[src/rtl/valu_wb_fifo.sv]
// Purpose : writeback buffer between the vector logic ALU pipeline and the VRF write port.
// Latency : an entry pushed in cycle N appears on wb_* in cycle N+1 (no bypass path).
// Backpr. : no ready toward the ALU; issue_stall rises while the in-flight results still fit.
//
// Ports:
//   clk, rst                     clock, synchronous active-high reset
//   in_valid/vec/addr/mask/sca/w_reg   ALU result bundle, pushed every valid cycle
//   wb_valid/wb_ready            valid/ready handshake toward the VRF write port
//   wb_data/addr/mask/sca/w_reg  head entry, forced to 0 while the buffer is empty
//   issue_stall                  upstream must stop issuing new ALU ops
//   count                        current occupancy
//   overflow_err                 sticky; a push arrived while full and was dropped
module valu_wb_fifo #(
   parameter int REQ_DATA_WIDTH = 64,
   parameter int REQ_ADDR_WIDTH = 32,
   parameter int DEPTH          = 16,
   parameter int PIPE_DEPTH     = 6
) (
   input  logic                        clk,
   input  logic                        rst,
   input  logic                        in_valid,
   input  logic [REQ_DATA_WIDTH-1:0]   in_vec,
   input  logic [REQ_ADDR_WIDTH-1:0]   in_addr,
   input  logic                        in_mask,
   input  logic                        in_sca,
   input  logic                        in_w_reg,
   output logic                        wb_valid,
   input  logic                        wb_ready,
   output logic [REQ_DATA_WIDTH-1:0]   wb_data,
   output logic [REQ_ADDR_WIDTH-1:0]   wb_addr,
   output logic                        wb_mask,
   output logic                        wb_sca,
   output logic                        wb_w_reg,
   output logic                        issue_stall,
   output logic [$clog2(DEPTH):0]      count,
   output logic                        overflow_err
);

   localparam int PTR_W     = $clog2(DEPTH);
   localparam int CNT_W     = PTR_W + 1;
   // One extra slot of headroom covers the cycle between issue and seeing the stall.
   localparam int STALL_THR = DEPTH - PIPE_DEPTH - 1;

   typedef struct packed {
      logic [REQ_ADDR_WIDTH-1:0] addr;
      logic [REQ_DATA_WIDTH-1:0] vec;
      logic                      mask;
      logic                      sca;
      logic                      w_reg;
   } entry_t;

   entry_t             mem [DEPTH];
   entry_t             head;
   entry_t             in_entry;
   logic [PTR_W-1:0]   rd_ptr;
   logic [PTR_W-1:0]   wr_ptr;
   logic               full;
   logic               push;
   logic               pop;
   logic               push_acc;

   assign in_entry = '{addr: in_addr, vec: in_vec, mask: in_mask, sca: in_sca, w_reg: in_w_reg};

   assign full     = (count == CNT_W'(DEPTH));
   assign push     = in_valid;
   assign pop      = wb_valid & wb_ready;
   // When full, a push is only taken if the head leaves in the same cycle.
   assign push_acc = push & (~full | pop);

   assign issue_stall = (count >= CNT_W'(STALL_THR));

   // Head is masked to zero when empty so stale storage never leaks onto wb_*.
   assign wb_valid = (count != '0);
   assign head     = wb_valid ? mem[rd_ptr] : '0;
   assign wb_data  = head.vec;
   assign wb_addr  = head.addr;
   assign wb_mask  = head.mask;
   assign wb_sca   = head.sca;
   assign wb_w_reg = head.w_reg;

   // Entry storage carries no reset.
   always_ff @(posedge clk) begin
      if (push_acc) begin
         mem[wr_ptr] <= in_entry;
      end
   end

   always_ff @(posedge clk) begin
      if (rst) begin
         rd_ptr       <= '0;
         wr_ptr       <= '0;
         count        <= '0;
         overflow_err <= 1'b0;
      end else begin
         // DEPTH is a power of two, so pointer wrap is natural overflow.
         if (push_acc) wr_ptr <= wr_ptr + 1'b1;
         if (pop)      rd_ptr <= rd_ptr + 1'b1;
         count <= count + CNT_W'(push_acc) - CNT_W'(pop);
         if (push & ~push_acc) overflow_err <= 1'b1;
      end
   end

endmodule

[config.mk]
export PLATFORM = sky130hd
export DESIGN_NAME = valu_wb_fifo
export DESIGN_NICKNAME = d
export VERILOG_FILES = /design/src/rtl/valu_wb_fifo.sv
export SDC_FILE = /design/constraint.sdc
export NUM_CORES = 1
export LEC_CHECK = 0
export ABC_AREA = 1
export BUFFER_PORTS_ARGS = -buffer_cell sky130_fd_sc_hd__clkbuf_2
export CAP_MARGIN = 0
export CELL_PAD_IN_SITES_DETAIL_PLACEMENT = 0
export CELL_PAD_IN_SITES_GLOBAL_PLACEMENT = 1
export CORE_ASPECT_RATIO = 0.6
export CORE_MARGIN = 5
export CORE_UTILIZATION = 45
export CTS_CLUSTER_DIAMETER = 150
export DETAILED_ROUTE_END_ITERATION = 12
export PLACE_DENSITY_LB_ADDON = 0.15
export REMOVE_ABC_BUFFERS = 1
export SLEW_MARGIN = 20
export SYNTH_ARGS = -nofsm -noshare
export SYNTH_HDL_FRONTEND = slang
export SYNTH_SLANG_ARGS = --single-unit
[constraint.sdc]
create_clock -name clk -period 7.4 [get_ports clk]
set_input_delay 2.22 -clock clk [delete_from_list [all_inputs] [get_ports clk]]
set_output_delay 2.22 -clock clk [all_outputs]
set_load 0.01 [all_outputs]
# Yosys cells after proc, flatten, opt, wreduce, memory -nomap -nowiden
# Memories as Yosys holds them, arrays and structs flattened. A register that Yosys moved wholly into a read port is not among the register bits.
# Cells that the tools add are included.
[op_classes]
n_addsub = 4
n_lt_le_gt_ge = 1
n_eq_ne = 1
n_mux = 5
bitwise_logic = 6
reduce_logical = 1
[ops]
columns = ["cell", "n"]
rows = [
  ["two-way mux 99 bit", 1],
  ["adder 4 x 1 -> 4 bit (second input constant)", 2],
  ["two-way mux 4 bit", 2],
  ["adder 5 x 1 -> 5 bit", 1],
  ["equality test 5 bit (second input constant)", 1],
  [">= comparator 5 x 4 -> 1 bit (second input constant)", 1],
  ["nonzero test 5 bit", 1],
  ["subtractor 5 x 1 -> 5 bit", 1],
  ["bitwise AND 1 bit", 3],
  ["two-way mux 1 bit", 2],
  ["inverter 1 bit", 2],
  ["OR 1 bit", 1],
]
[word_totals]
register_bits = 14
ram_bits = 1584
output_inout_bits = 107
mem_count = 1
[mem_list]
columns = ["name", "depth", "width", "rd", "rd_ports_with_merged_regs", "wr", "line", "source"]
rows = [
  ["mem", 16, 99, 1, 1, 1, "52", "entry_t mem [DEPTH];"],
]

# Logic depth before layout (Yosys ltp)
[depth]
ltp_word = 6
mapped_depth = 14
ltp_nobuf = 14

# Least setup slack after synthesis
# OpenSTA, ideal clock, no wires.
[synth_path]
kind = "input-to-reg"
startpoint = "in wb_ready"
endpoint = "mem mem[0][0] in the netlist's numbering (enable)"
setup_ns = 0.558
arrival_time_ns = 6.827
path_slack_ns = 0.015
path_stages = 6
cell_sequence = "nor2_1 -> nand2_1 -> nand2_1 -> inv_1 -> nand2_1 -> nor2_1"
[synth_between]
elab_chain_cells = 5
[synth_rtl]
columns = ["element", "line", "source"]
rows = [
  ["from (decl)", "28", "input logic wb_ready,"],
  ["bitwise AND 1 bit", "66", "assign pop = wb_valid & wb_ready;"],
  ["OR 1 bit", "68", "assign push_acc = push & (~full | pop);"],
  ["bitwise AND 1 bit", "68", ""],
  ["two-way mux 1 bit", "83", "if (push_acc) begin"],
  ["two-way mux 1 bit (implied by the code)", "84", "mem[wr_ptr] <= in_entry;"],
  ["to (decl)", "52", ""],
]
# No other way between the ends.

==> impl_results.md <==
* Die Footprint at 159000 um^2
* Lkg Pwr at 30.8 nW
* Total GRT Usage at 0.229
* Worst hold path class: flop to flop
* Latest clock arrival within the worst-skew pair at 0.77 ns
* Largest net degree at the start of global routing at 225
* Drt via density at 5.07
* Clk sinks at 1602
* Fin cells at 8566
* Combinational share of power at 0.231
* Post-DP HPWL at 87300 um
* CTS clk-pin slew, worst paths at 0.07 ns
* Crit Path Max Fanout at 147
* CTS tree: yes
* Initial core utilization at 0.453
* Psw at 7.37 mW
* Outcome: complete, no violations
* Die Span Y at 311 um
* Hold Fails Final Rpt at 0
* 1st-iter DRT viols at 3848
* Skew final at 0.0193 ns
* TritonCTS Buffers at 153
* Vias in the first global route at 41451
* Fmax achieved at 152 MHz
* Post-synthesis sequential area ratio at 0.704
* Final hold slack at 0.460 ns
* Critical Path AT at 4.36 ns
* Cells after DPL at 8290
* Die width at 512 um
* # H-tree levels at 4
* Synthesized area at 68100 um^2
* Syn avg cell area at 10.8 um^2
* RSZ-0062 raised after global routing: false
* Initial antenna violation count at 18
* DRT Pass-1 Iters at 6
* Cells after Synth at 6314
* Required time of the critical path at 5.18 ns
* #FFs+latches synth at 1602
* Clk buf depth at 3
* Layout Nets at 6547
* First-pass GRT wire length at 275000 um
* Switch share at 0.317
* Final setup violation count at 0
* # port buffers at 209
* CTS root buf: clkbuf_16
* Slew headroom at 0.173
* Slew Limit Fails at 0
* Routability cong. at 0.740
* Setup Crit Path Kind: flop to output port
* Min-delay src: overflow_err
* Post-synth cell types at 22
* Via count at 43391
* FF-to-FF Start: count[2]
* Int Power at 15.9 mW
* Layout area overhead at 10.8%
* Worst Setup End Kind: output port
* Overflow after GRT at 0
* Final ANT Viol Nets at 0
* Rows at 110
* Post-CTS Setup Inserts at 0
* WL per Instance at 21.6 um
* Power share of the clock group at 0.325
* Ys Warns at 0
* Reg power frac at 0.444
* Power Dens Cells at 309 nW/um^2
* Worst-Margin Slew at 1.24 ns
* # IOs at 210
* Core area at 150000 um^2
* Worst vdd ir at 269 uV
* Post-route DRC at 0
* Share of cells above drive strength 1 at 0.0789
* Post-CTS resize count at 0
* CP Launch Type: flop
* DRT Wirelength at 185000 um
* Period utilization at 0.889
* # hold bufs at CTS at 0
* Max-cap viol count at 0
* Fin crit period at 6.58 ns
-- cells in the final DEF (no fill, tap or decap), drive strengths merged, types with 3 or more instances in the layout --
| cell | instances |
|---|---|
| edfxtp | 1584 |
| nand3 | 995 |
| inv | 819 |
| bufinv | 8 |
| ha | 14 |
| nand2 | 2398 |
| clkinv | 50 |
| a21oi | 112 |
| o21ai | 8 |
| dfxtp | 18 |
| clkinvlp | 3 |
| diode | 9 |
| nor2 | 23 |
| xor2 | 3 |
| clkbuf | 414 |
| buf | 88 |
-- cells in the mapped netlist, drive strengths merged --
library cell / count / area (um^2)
nor3b: 1 / 12.5
clkinv: 1 / 5.00
buf: 299 / 1990
fa: 1 / 20.0
o21ai: 8 / 40.0
o21bai: 1 / 7.51
clkbuf: 38 / 143
xnor2: 1 / 8.76
ha: 14 / 175
edfxtp: 1584 / 47600
xor2: 3 / 26.3
nand3: 995 / 4980
dfxtp: 18 / 360
a21oi: 112 / 561
inv: 817 / 3070
nand2: 2398 / 9000
nor2: 23 / 86.3
-- area by class of cell --
type | count | area [um^2]
inverter | 818 | 3130
multi-input combinational | 3557 | 15000
clock inverter | 62 | 499
clock buffer | 205 | 4160
tap | 2016 | 2520
sequential | 1602 | 47900
timing repair buffer | 297 | 2070
fill | 13431 | 74800
antenna | 9 | 22.5
-- path summary, 6_finish.rpt --
path	depth (start not counted)	slack (ns)	to
setup / recovery	9	0.82	wb_data[11]
hold / removal	2	0.46	overflow_err
setup reg to reg	9	3.90	mem[12][31]
hold reg to reg	2	0.46	overflow_err
-- critical path, cell delays in order, from the launching register on --
cell and delay, ns:
dfxtp_4 0.99, clkinv_16 0.49, buf_4 0.66, buf_4 0.40, nand2_1 0.11, nand3_1 0.06
nand3_1 0.12, nand3_1 0.07, a21oi_1 0.23, clkbuf_2 0.17
-- cells by family (layout without fill, tap and decap cells) --
logic type	after synthesis	after routing	share of synthesized area
AND/OR/NAND/NOR	3417	3417	0.207
flip-flops	1602	1602	0.704
buffers and inverters	1155	1382	0.0765
AO/OA/AOI/OAI	121	121	0.00894
adder cells (fa/ha/maj)	15	15	0.00287
XOR/XNOR	4	4	0.000515
other	0	9	0
-- metal layers --
metal / routed length, um / up-vias / global-route usage
met4: 4050 / 14 / 0.0598
met5: 102 / - / 0
met1: 86700 / 21064 / 0.337
met2: 83800 / 1145 / 0.357
li1: - / 20939 / -
met3: 10400 / 229 / 0.0339
-- flip-flops by register name, indices dropped and copies added, names as in the netlist, named ones only --
signal	cells
mem	1584
wr_ptr	4
rd_ptr	4
count	5
overflow_err	1
-- stage by stage --
step                      total power, mW  worst slack, ns  cell area (um^2)  utilization  setup TNS, ns
after CTS                            23.5            0.762             75400        0.502              0
after global placement               16.0             1.63             70700        0.471              0
after floorplan                      14.7           -22.08             65900            -       -2184.95
after detailed placement             16.0             1.65             70700        0.471              0
after global routing                 24.4            0.557             75400        0.502              0
final                                23.3            0.823             75400        0.502              0
-- power groups by stage --
stage	sequential, mW	combinational [mW]	clock (mW)
detailed placement	10.5	5.43	0
global placement	10.5	5.43	0
finish	10.3	5.37	7.56
global route	10.3	5.96	8.13
floorplan	10.8	3.90	0
CTS	10.3	5.46	7.73
Power figures use the tool's default switching activity.
